`config.mk`:
```
export PLATFORM = sky130hd
export DESIGN_NAME = coordinate_2dto3d
export DESIGN_NICKNAME = d
export VERILOG_FILES = /design/src/rtl/coordinate_2dto3d.sv
export SDC_FILE = /design/constraint.sdc
export NUM_CORES = 2
export LEC_CHECK = 0
export CAP_MARGIN = 10
export CORE_AREA = 5 5 302 304
export DETAILED_ROUTE_END_ITERATION = 8
export DIE_AREA = 0 0 307 309
export SETUP_SLACK_MARGIN = 0.05
export SLEW_MARGIN = 30
export SYNTH_ARGS = -nofsm -noshare
export SYNTH_HDL_FRONTEND = slang
export SYNTH_SLANG_ARGS = --single-unit
```
`constraint.sdc`:
```
create_clock -name clk -period 17.5 [get_ports clk]
set_clock_uncertainty 0.1 [all_clocks]
set_input_delay 1.75 -clock clk [delete_from_list [all_inputs] [get_ports clk]]
set_output_delay 1.75 -clock clk [all_outputs]
set_load 0.02 [all_outputs]
```
`src/rtl/coordinate_2dto3d.sv`:
```
// Back-projects a display pixel plus signed depth into camera-space x/y using
// one shared restoring divider that is time-multiplexed across four divides.
module coordinate_2dto3d #(
    parameter int RATE = 19,
    parameter int FX   = 185,
    parameter int FY   = 185,
    parameter int CX   = 105,
    parameter int CY   = 77
) (
    input  logic               clk,
    input  logic               rst,
    input  logic               in_valid,
    output logic               in_ready,
    input  logic [15:0]        x_2d,
    input  logic [15:0]        y_2d,
    input  logic signed [15:0] z,
    output logic               out_valid,
    input  logic               out_ready,
    output logic signed [31:0] x,
    output logic signed [31:0] y
);

    typedef enum logic [2:0] {IDLE, DIV_U, DIV_V, MUL, DIV_X, DIV_Y, DONE} state_t;

    state_t             state;
    logic [4:0]         cnt;
    logic               rdy;
    logic [15:0]        yin;
    logic signed [15:0] zin;
    logic [15:0]        u, v;
    logic [31:0]        py_mag, qx;
    logic               neg_x, neg_y;

    // Divider: quo holds the not-yet-consumed dividend bits at the top and
    // collects quotient bits at the bottom; 16-bit divides preload dividend<<16.
    logic [31:0] rem, quo, dvs;
    logic [32:0] shifted, diff;
    logic [31:0] rem_nxt, quo_nxt;

    always_comb begin
        shifted = {rem, quo[31]};
        diff    = shifted - {1'b0, dvs};
        rem_nxt = diff[32] ? shifted[31:0] : diff[31:0];
        quo_nxt = {quo[30:0], ~diff[32]};
    end

    logic signed [31:0] du, dv, zx, px, py;

    always_comb begin
        du = $signed({16'd0, u}) - 32'(CX);
        dv = $signed({16'd0, v}) - 32'(CY);
        zx = {{16{zin[15]}}, zin};
        px = du * zx;
        py = dv * zx;
    end

    function automatic logic [31:0] mag(input logic signed [31:0] a);
        return a[31] ? -a : a;
    endfunction

    wire last16 = (cnt == 5'd15);
    wire last32 = (cnt == 5'd31);

    assign in_ready = rdy & ~rst;

    always_ff @(posedge clk) begin
        if (rst) begin
            state     <= IDLE;
            cnt       <= '0;
            rdy       <= 1'b1;
            yin       <= '0;
            zin       <= '0;
            u         <= '0;
            v         <= '0;
            py_mag    <= '0;
            qx        <= '0;
            neg_x     <= 1'b0;
            neg_y     <= 1'b0;
            rem       <= '0;
            quo       <= '0;
            dvs       <= '0;
            out_valid <= 1'b0;
            x         <= '0;
            y         <= '0;
        end else begin
            case (state)
                IDLE: if (in_valid && rdy) begin
                    yin   <= y_2d;
                    zin   <= z;
                    rem   <= '0;
                    quo   <= {x_2d, 16'd0};
                    dvs   <= 32'(RATE);
                    cnt   <= '0;
                    rdy   <= 1'b0;
                    state <= DIV_U;
                end
                DIV_U: begin
                    rem <= rem_nxt;
                    quo <= quo_nxt;
                    cnt <= cnt + 5'd1;
                    if (last16) begin
                        u     <= quo_nxt[15:0];
                        rem   <= '0;
                        quo   <= {yin, 16'd0};
                        cnt   <= '0;
                        state <= DIV_V;
                    end
                end
                DIV_V: begin
                    rem <= rem_nxt;
                    quo <= quo_nxt;
                    cnt <= cnt + 5'd1;
                    if (last16) begin
                        v     <= quo_nxt[15:0];
                        state <= MUL;
                    end
                end
                MUL: begin
                    // Divide magnitudes; a zero product gives zero whatever the sign.
                    neg_x  <= du[31] ^ zin[15];
                    neg_y  <= dv[31] ^ zin[15];
                    quo    <= mag(px);
                    py_mag <= mag(py);
                    rem    <= '0;
                    dvs    <= 32'(FX);
                    cnt    <= '0;
                    state  <= DIV_X;
                end
                DIV_X: begin
                    rem <= rem_nxt;
                    quo <= quo_nxt;
                    cnt <= cnt + 5'd1;
                    if (last32) begin
                        qx    <= quo_nxt;
                        rem   <= '0;
                        quo   <= py_mag;
                        dvs   <= 32'(FY);
                        cnt   <= '0;
                        state <= DIV_Y;
                    end
                end
                DIV_Y: begin
                    rem <= rem_nxt;
                    quo <= quo_nxt;
                    cnt <= cnt + 5'd1;
                    if (last32) state <= DONE;
                end
                DONE: begin
                    if (!out_valid) begin
                        out_valid <= 1'b1;
                        x <= neg_x ? -$signed(qx)  : $signed(qx);
                        y <= neg_y ? -$signed(quo) : $signed(quo);
                    end else if (out_ready) begin
                        out_valid <= 1'b0;
                        rdy       <= 1'b1;
                        state     <= IDLE;
                    end
                end
                default: state <= IDLE;
            endcase
        end
    end

endmodule

```
# ---- Word-level counts from Yosys, hierarchy flattened
# Cells that the tools add are included.
dict set report word_totals {
  input_bits 52
  out_inout_bits 66
  wordCells 97
  ff_bits 300
}
dict set report op_classes {
  muxes 34
  eq_ne 15
  n_mul 2
  n_bitwise 6
  n_addsub 8
  n_reduce_logical 15
}
# operator count
set op_table {}
lappend op_table {{$mux 32} 13}
lappend op_table {{$pmux 32 s5} 2}
lappend op_table {{$neg 32->32} 4}
lappend op_table {{$pmux 32 s3} 1}
lappend op_table {{$mul 17x16->32} 2}
lappend op_table {{$sub 16x7->17 const B} 2}
lappend op_table {{$sub 33x32->33} 1}
lappend op_table {{$pmux 5 s5} 1}
lappend op_table {{$mux 3} 7}
lappend op_table {{$pmux 3 s7} 1}
lappend op_table {{$mux 5} 3}
lappend op_table {{$ne 2x2->1 const B} 7}
lappend op_table {{$reduce_and 2->1} 6}
lappend op_table {{$eq 3x3->1 const B} 3}
lappend op_table {{$reduce_and 7->1} 1}
lappend op_table {{$eq 3x2->1 const B} 2}
lappend op_table {{$add 5x1->5 const B} 1}
lappend op_table {{$eq 5x4->1 const B} 1}
lappend op_table {{$eq 5x5->1 const B} 1}
lappend op_table {{$mux 1} 5}
lappend op_table {{$reduce_bool 5->1} 1}
lappend op_table {{$reduce_and 4->1} 1}
lappend op_table {{$eq 3x1->1 const B} 1}
lappend op_table {{$logic_not 3->1} 1}
lappend op_table {{9 further kinds} 12}

# ---- Longest topological paths before layout
dict set report logic_depth {
  word_depth 5
  depth_mapped 37
  ltp_nobuf 33
}

# ---- Worst setup path before layout
# No wires, ideal clock.
dict set report synth_path {
  path_kind {reg2reg}
  startpoint {reg v[0]}
  endpoint {reg py_mag[29]}
  synth_period_minus_slack_ps 8942
  setup_ps 86
  required_time_ps 17314
  path_slack_ps 8558
  t_arrival_ps 8756
  n_path_buf 3
  stages_incl_launch_ff 35
  cell_sequence {dfxtp_1 clkbuf_1 inv_1 ha_1 and3b_1 o31a_1 or4_1 clkbuf_1 nor3_1 xor2_1 clkbuf_1 nand2_1 fa_1 inv_1 fa_1 inv_1 fa_1 inv_1 fa_1 inv_1 fa_1 inv_1 fa_1 ha_1 nand3_1 nor2_1 nand2_1 o31ai_1 a2111oi_0 or4b_1 a21boi_1 nand4_1 o21ai_0 xor2_1 a211oi_1}
}
dict set report synth_between {
  elab_chain_cells 4
}
# item line
set synth_rtl {}
lappend synth_rtl {{start, declared} 30} ;# logic [15:0] u, v;
lappend synth_rtl {{start signal, assigned} 114} ;# v <= quo_nxt[15:0];
lappend synth_rtl {{$sub 16x7->17 *} 51} ;# dv = $signed({16'd0, v}) - 32'(CY);
lappend synth_rtl {{$mul 17x16->32 *} 54} ;# py = dv * zx;
lappend synth_rtl {{$neg 32->32} 58} ;# return a[31] ? -a : a;
lappend synth_rtl {{$mux 32 *} 58}
lappend synth_rtl {{end signal, assigned} 123} ;# py_mag <= mag(py);
lappend synth_rtl {{end, declared} 31} ;# logic [31:0] py_mag, qx;
# Every way passes the cells marked *; elsewhere a longest branch is shown, timed or not.
# A chain may end at the register's enable or synchronous reset.

# ---- Worst setup path in the final report
# Ends and elaborated chain as after synthesis.

==> impl_metrics.py <==
metrics = {
    "outcome": {
        "status": "finished clean",
    },
    "detailed_routing": {
        "via_per_inst": 5.261,
        "vias": 28039,
        "avgRoutedWirePerCell_um": 18.50,
        "drt_iter0_markers": 1973,
        "ant_nets": 0,
        "drc": 0,
        "first_pass_iters": 9,
        "finalWirelength_um": 98600,
    },
    "setup_path": {
        "end_kind": "flop",
        "cp.arrival_ns": 10.13,
        "critPathSlowestCell": "o31ai_1",
        "cp.required_ns": 17.80,
        "path_class": "flop to flop",
        "cp-start-kind": "flop",
        "crit_path_max_incr_delay_ns": 0.81,
        "path_max_fanout": 17,
    },
    "synth": {
        "yosys_most_used_dff": "dfxtp_1",
        "synth-seq-cells": 271,
        "synth_edf_count": 0,
        "synth_area_um2": 34930,
        "ys_warn_count": 0,
        "syn_inst": 4175,
        "syn_area_per_cell_um2": 8.367,
        "synthesis.nets": 4948,
        "synthDistinctLibCells": 89,
        "synth_async_sr_flop_share_pct": 0,
        "synth-seq-area-share_pct": 15.53,
    },
    "timing": {
        "relSlewSlack_pct": 32.40,
        "hold_viol": 0,
        "worst_slew_pin_slew_ns": 1.009,
        "final_max_slew_viol_count": 0,
        "fmax_mhz": 101.7,
        "period_share_pct": 56.18,
        "grt_setup_unrepaired": "false",
        "setup_tns_ns": 0,
        "min_period_ns": 9.832,
        "setup_viol": 0,
    },
    "clocking": {
        "htree_num_levels": 2,
        "clock_path_buffers": 3,
        "clock_latency_ns": 0.55,
        "cts_root_buf": "clkbuf_16",
        "cts_tree": "done",
        "postCtsResizedCells": 0,
        "clkTransAtPathRegs_ns": 0.06,
        "cts.sinks": 271,
        "cts_hold_buf": 0,
        "numCtsBuffers": 35,
        "post_cts_buffers": 0,
    },
    "floorplan": {
        "dieArea_um2": 94860,
        "core_area_um2": 87970,
        "die_w_um": 307,
        "die_y_um": 309,
        "start_util_pct": 39.71,
        "row_count": 109,
        "io_pins": 118,
    },
    "placement": {
        "gp_congestion": 0.8972,
        "hpwlAfterDp_um": 76320,
        "io_buffers": 117,
    },
    "global_route": {
        "antenna_found_initial": 2,
        "grt_overflow_total": 0,
        "grt_pass1_vias": 28213,
        "grt_max_degree": 112,
        "track_usage_pct": 20.85,
        "grt_pass1_wl_um": 159100,
    },
    "min_path": {
        "hp-class": "flop to flop",
    },
    "layout": {
        "n_antenna_cell": 0,
        "multiInputGateArea_um2": 26330,
        "regArea_um2": 5430,
        "drive_gt1_share_pct": 4.226,
        "post-route-util_pct": 43.70,
        "final_nets": 4914,
        "fillerInstances": 8851,
        "area_growth_pct": 10.04,
    },
    "flow_run": {
        "maxCapViolCount": 0,
    },
}
## worst paths after layout
kind	from	end	slack [ns]	cells after the start
setup reg to reg	v[0]	py_mag[29]	7.67	32
hold / removal	zin[14]	zin[14]	0.35	2
setup / recovery	v[0]	py_mag[29]	7.67	32
hold reg to reg	zin[14]	zin[14]	0.35	2
## sequential cells by signal (all words and copies together), names as in the netlist, 3 cells and up
signal	count
qx	32
x	32
y	32
u	16
v	16
zin	16
state	3
cnt	5
yin	16
py_mag	32
rem	32
dvs	3
quo	32
## synthesized netlist by cell type, types with 13 or more instances
| cell type | number | share of area [%] |
|---|---|---|
| inv_1 | 641 | 6.9 |
| nand2_1 | 639 | 6.9 |
| fa_1 | 541 | 31 |
| dfxtp_1 | 271 | 16 |
| nor2_1 | 239 | 2.6 |
| clkbuf_1 | 224 | 2.4 |
| a21oi_1 | 209 | 3.0 |
| and2_1 | 183 | 3.3 |
| ha_1 | 180 | 6.4 |
| xor2_1 | 121 | 3.0 |
| xnor2_1 | 110 | 2.8 |
| o21ai_0 | 94 | 1.3 |
| a211oi_1 | 93 | 2.0 |
| nor2b_1 | 74 | 1.3 |
| nand3_1 | 42 | 0.60 |
| nor3_1 | 42 | 0.60 |
| nand2b_1 | 32 | 0.57 |
| or3_1 | 29 | 0.52 |
| o31ai_1 | 28 | 0.60 |
| nor4_1 | 24 | 0.43 |
| a222oi_1 | 20 | 0.57 |
| or2_2 | 19 | 0.34 |
| a31oi_1 | 18 | 0.32 |
| o21a_1 | 18 | 0.39 |
| a221o_1 | 17 | 0.49 |
| buf_1 | 16 | 0.17 |
| o211ai_1 | 16 | 0.34 |
| o21ai_1 | 15 | 0.21 |
| a22oi_1 | 14 | 0.30 |
| nand3b_1 | 14 | 0.30 |
| nand4_1 | 13 | 0.23 |
## critical path, delay by kind of cell, from the launching register on
kind            cells  cell delay (ns)
compound gates      6             2.04
simple gates        9             2.29
fa+ha+maj           8             3.63
buf+inv             7             0.73
xor+xnor            2             0.38
flops               1             0.51
## layer usage
| layer | part of all wire (%) | up-vias | track usage [%] |
|---|---|---|---|
| met2 | 46 | 751 | 34.19 |
| li1 | - | 13217 | - |
| met5 | 0.013 | - | 0 |
| met4 | 3.8 | 2 | 6.758 |
| met1 | 45 | 13944 | 28.70 |
| met3 | 5.7 | 125 | 2.951 |
## cell usage in the layout (no fill, tap or decap), drive strengths merged, types with 33 or more instances in the layout
cell type and count:
ha 180, nand3 42, a211oi 93, nor2b 74
nor2 240, nor3 42, and2 183, xor2 121
o21ai 110, inv 644, buf 57, a21oi 209
nand2 639, nand2b 33, fa 541, clkbuf 52
clkdlybuf4s50 116, dfxtp 271, xnor2 112
## kinds of logic after synthesis
| group | share of synthesized area [%] |
|---|---|
| AOI/OAI and AO/OA | 12.22 |
| xor gates and xnor gates | 5.885 |
| muxes | 0.2615 |
| adders and majority gates | 37.45 |
| buffers and inverters | 9.563 |
| DFF | 15.53 |
| and+or+nand+nor | 19.09 |
## through the flow
stage	setup WS (ns)	hold slack, ns	instance area (µm²)	instances
2_1_floorplan	8.558	0.3313	34930	4175
3_3_place_gp	7.731	0.3433	37170	5265
3_5_place_dp	7.646	0.3461	37220	5269
4_1_cts	7.617	0.3546	38410	5330
5_1_grt	7.089	0.3684	38440	5330
6_report	7.668	0.3514	38440	5330
## area by class of cell
class / count / area share, %
Tap cell: 1165 / 3.792
Sequential cell: 271 / 14.13
Clock buffer: 51 / 2.725
Timing Repair Buffer: 174 / 4.209
Inverter: 641 / 6.260
Multi-Input combinational cell: 3018 / 68.50
Clock inverter: 10 / 0.3841
Power is left out: the tool's default activity adds up to more than one toggle a clock period on the data nets, which glitch-free logic cannot reach.
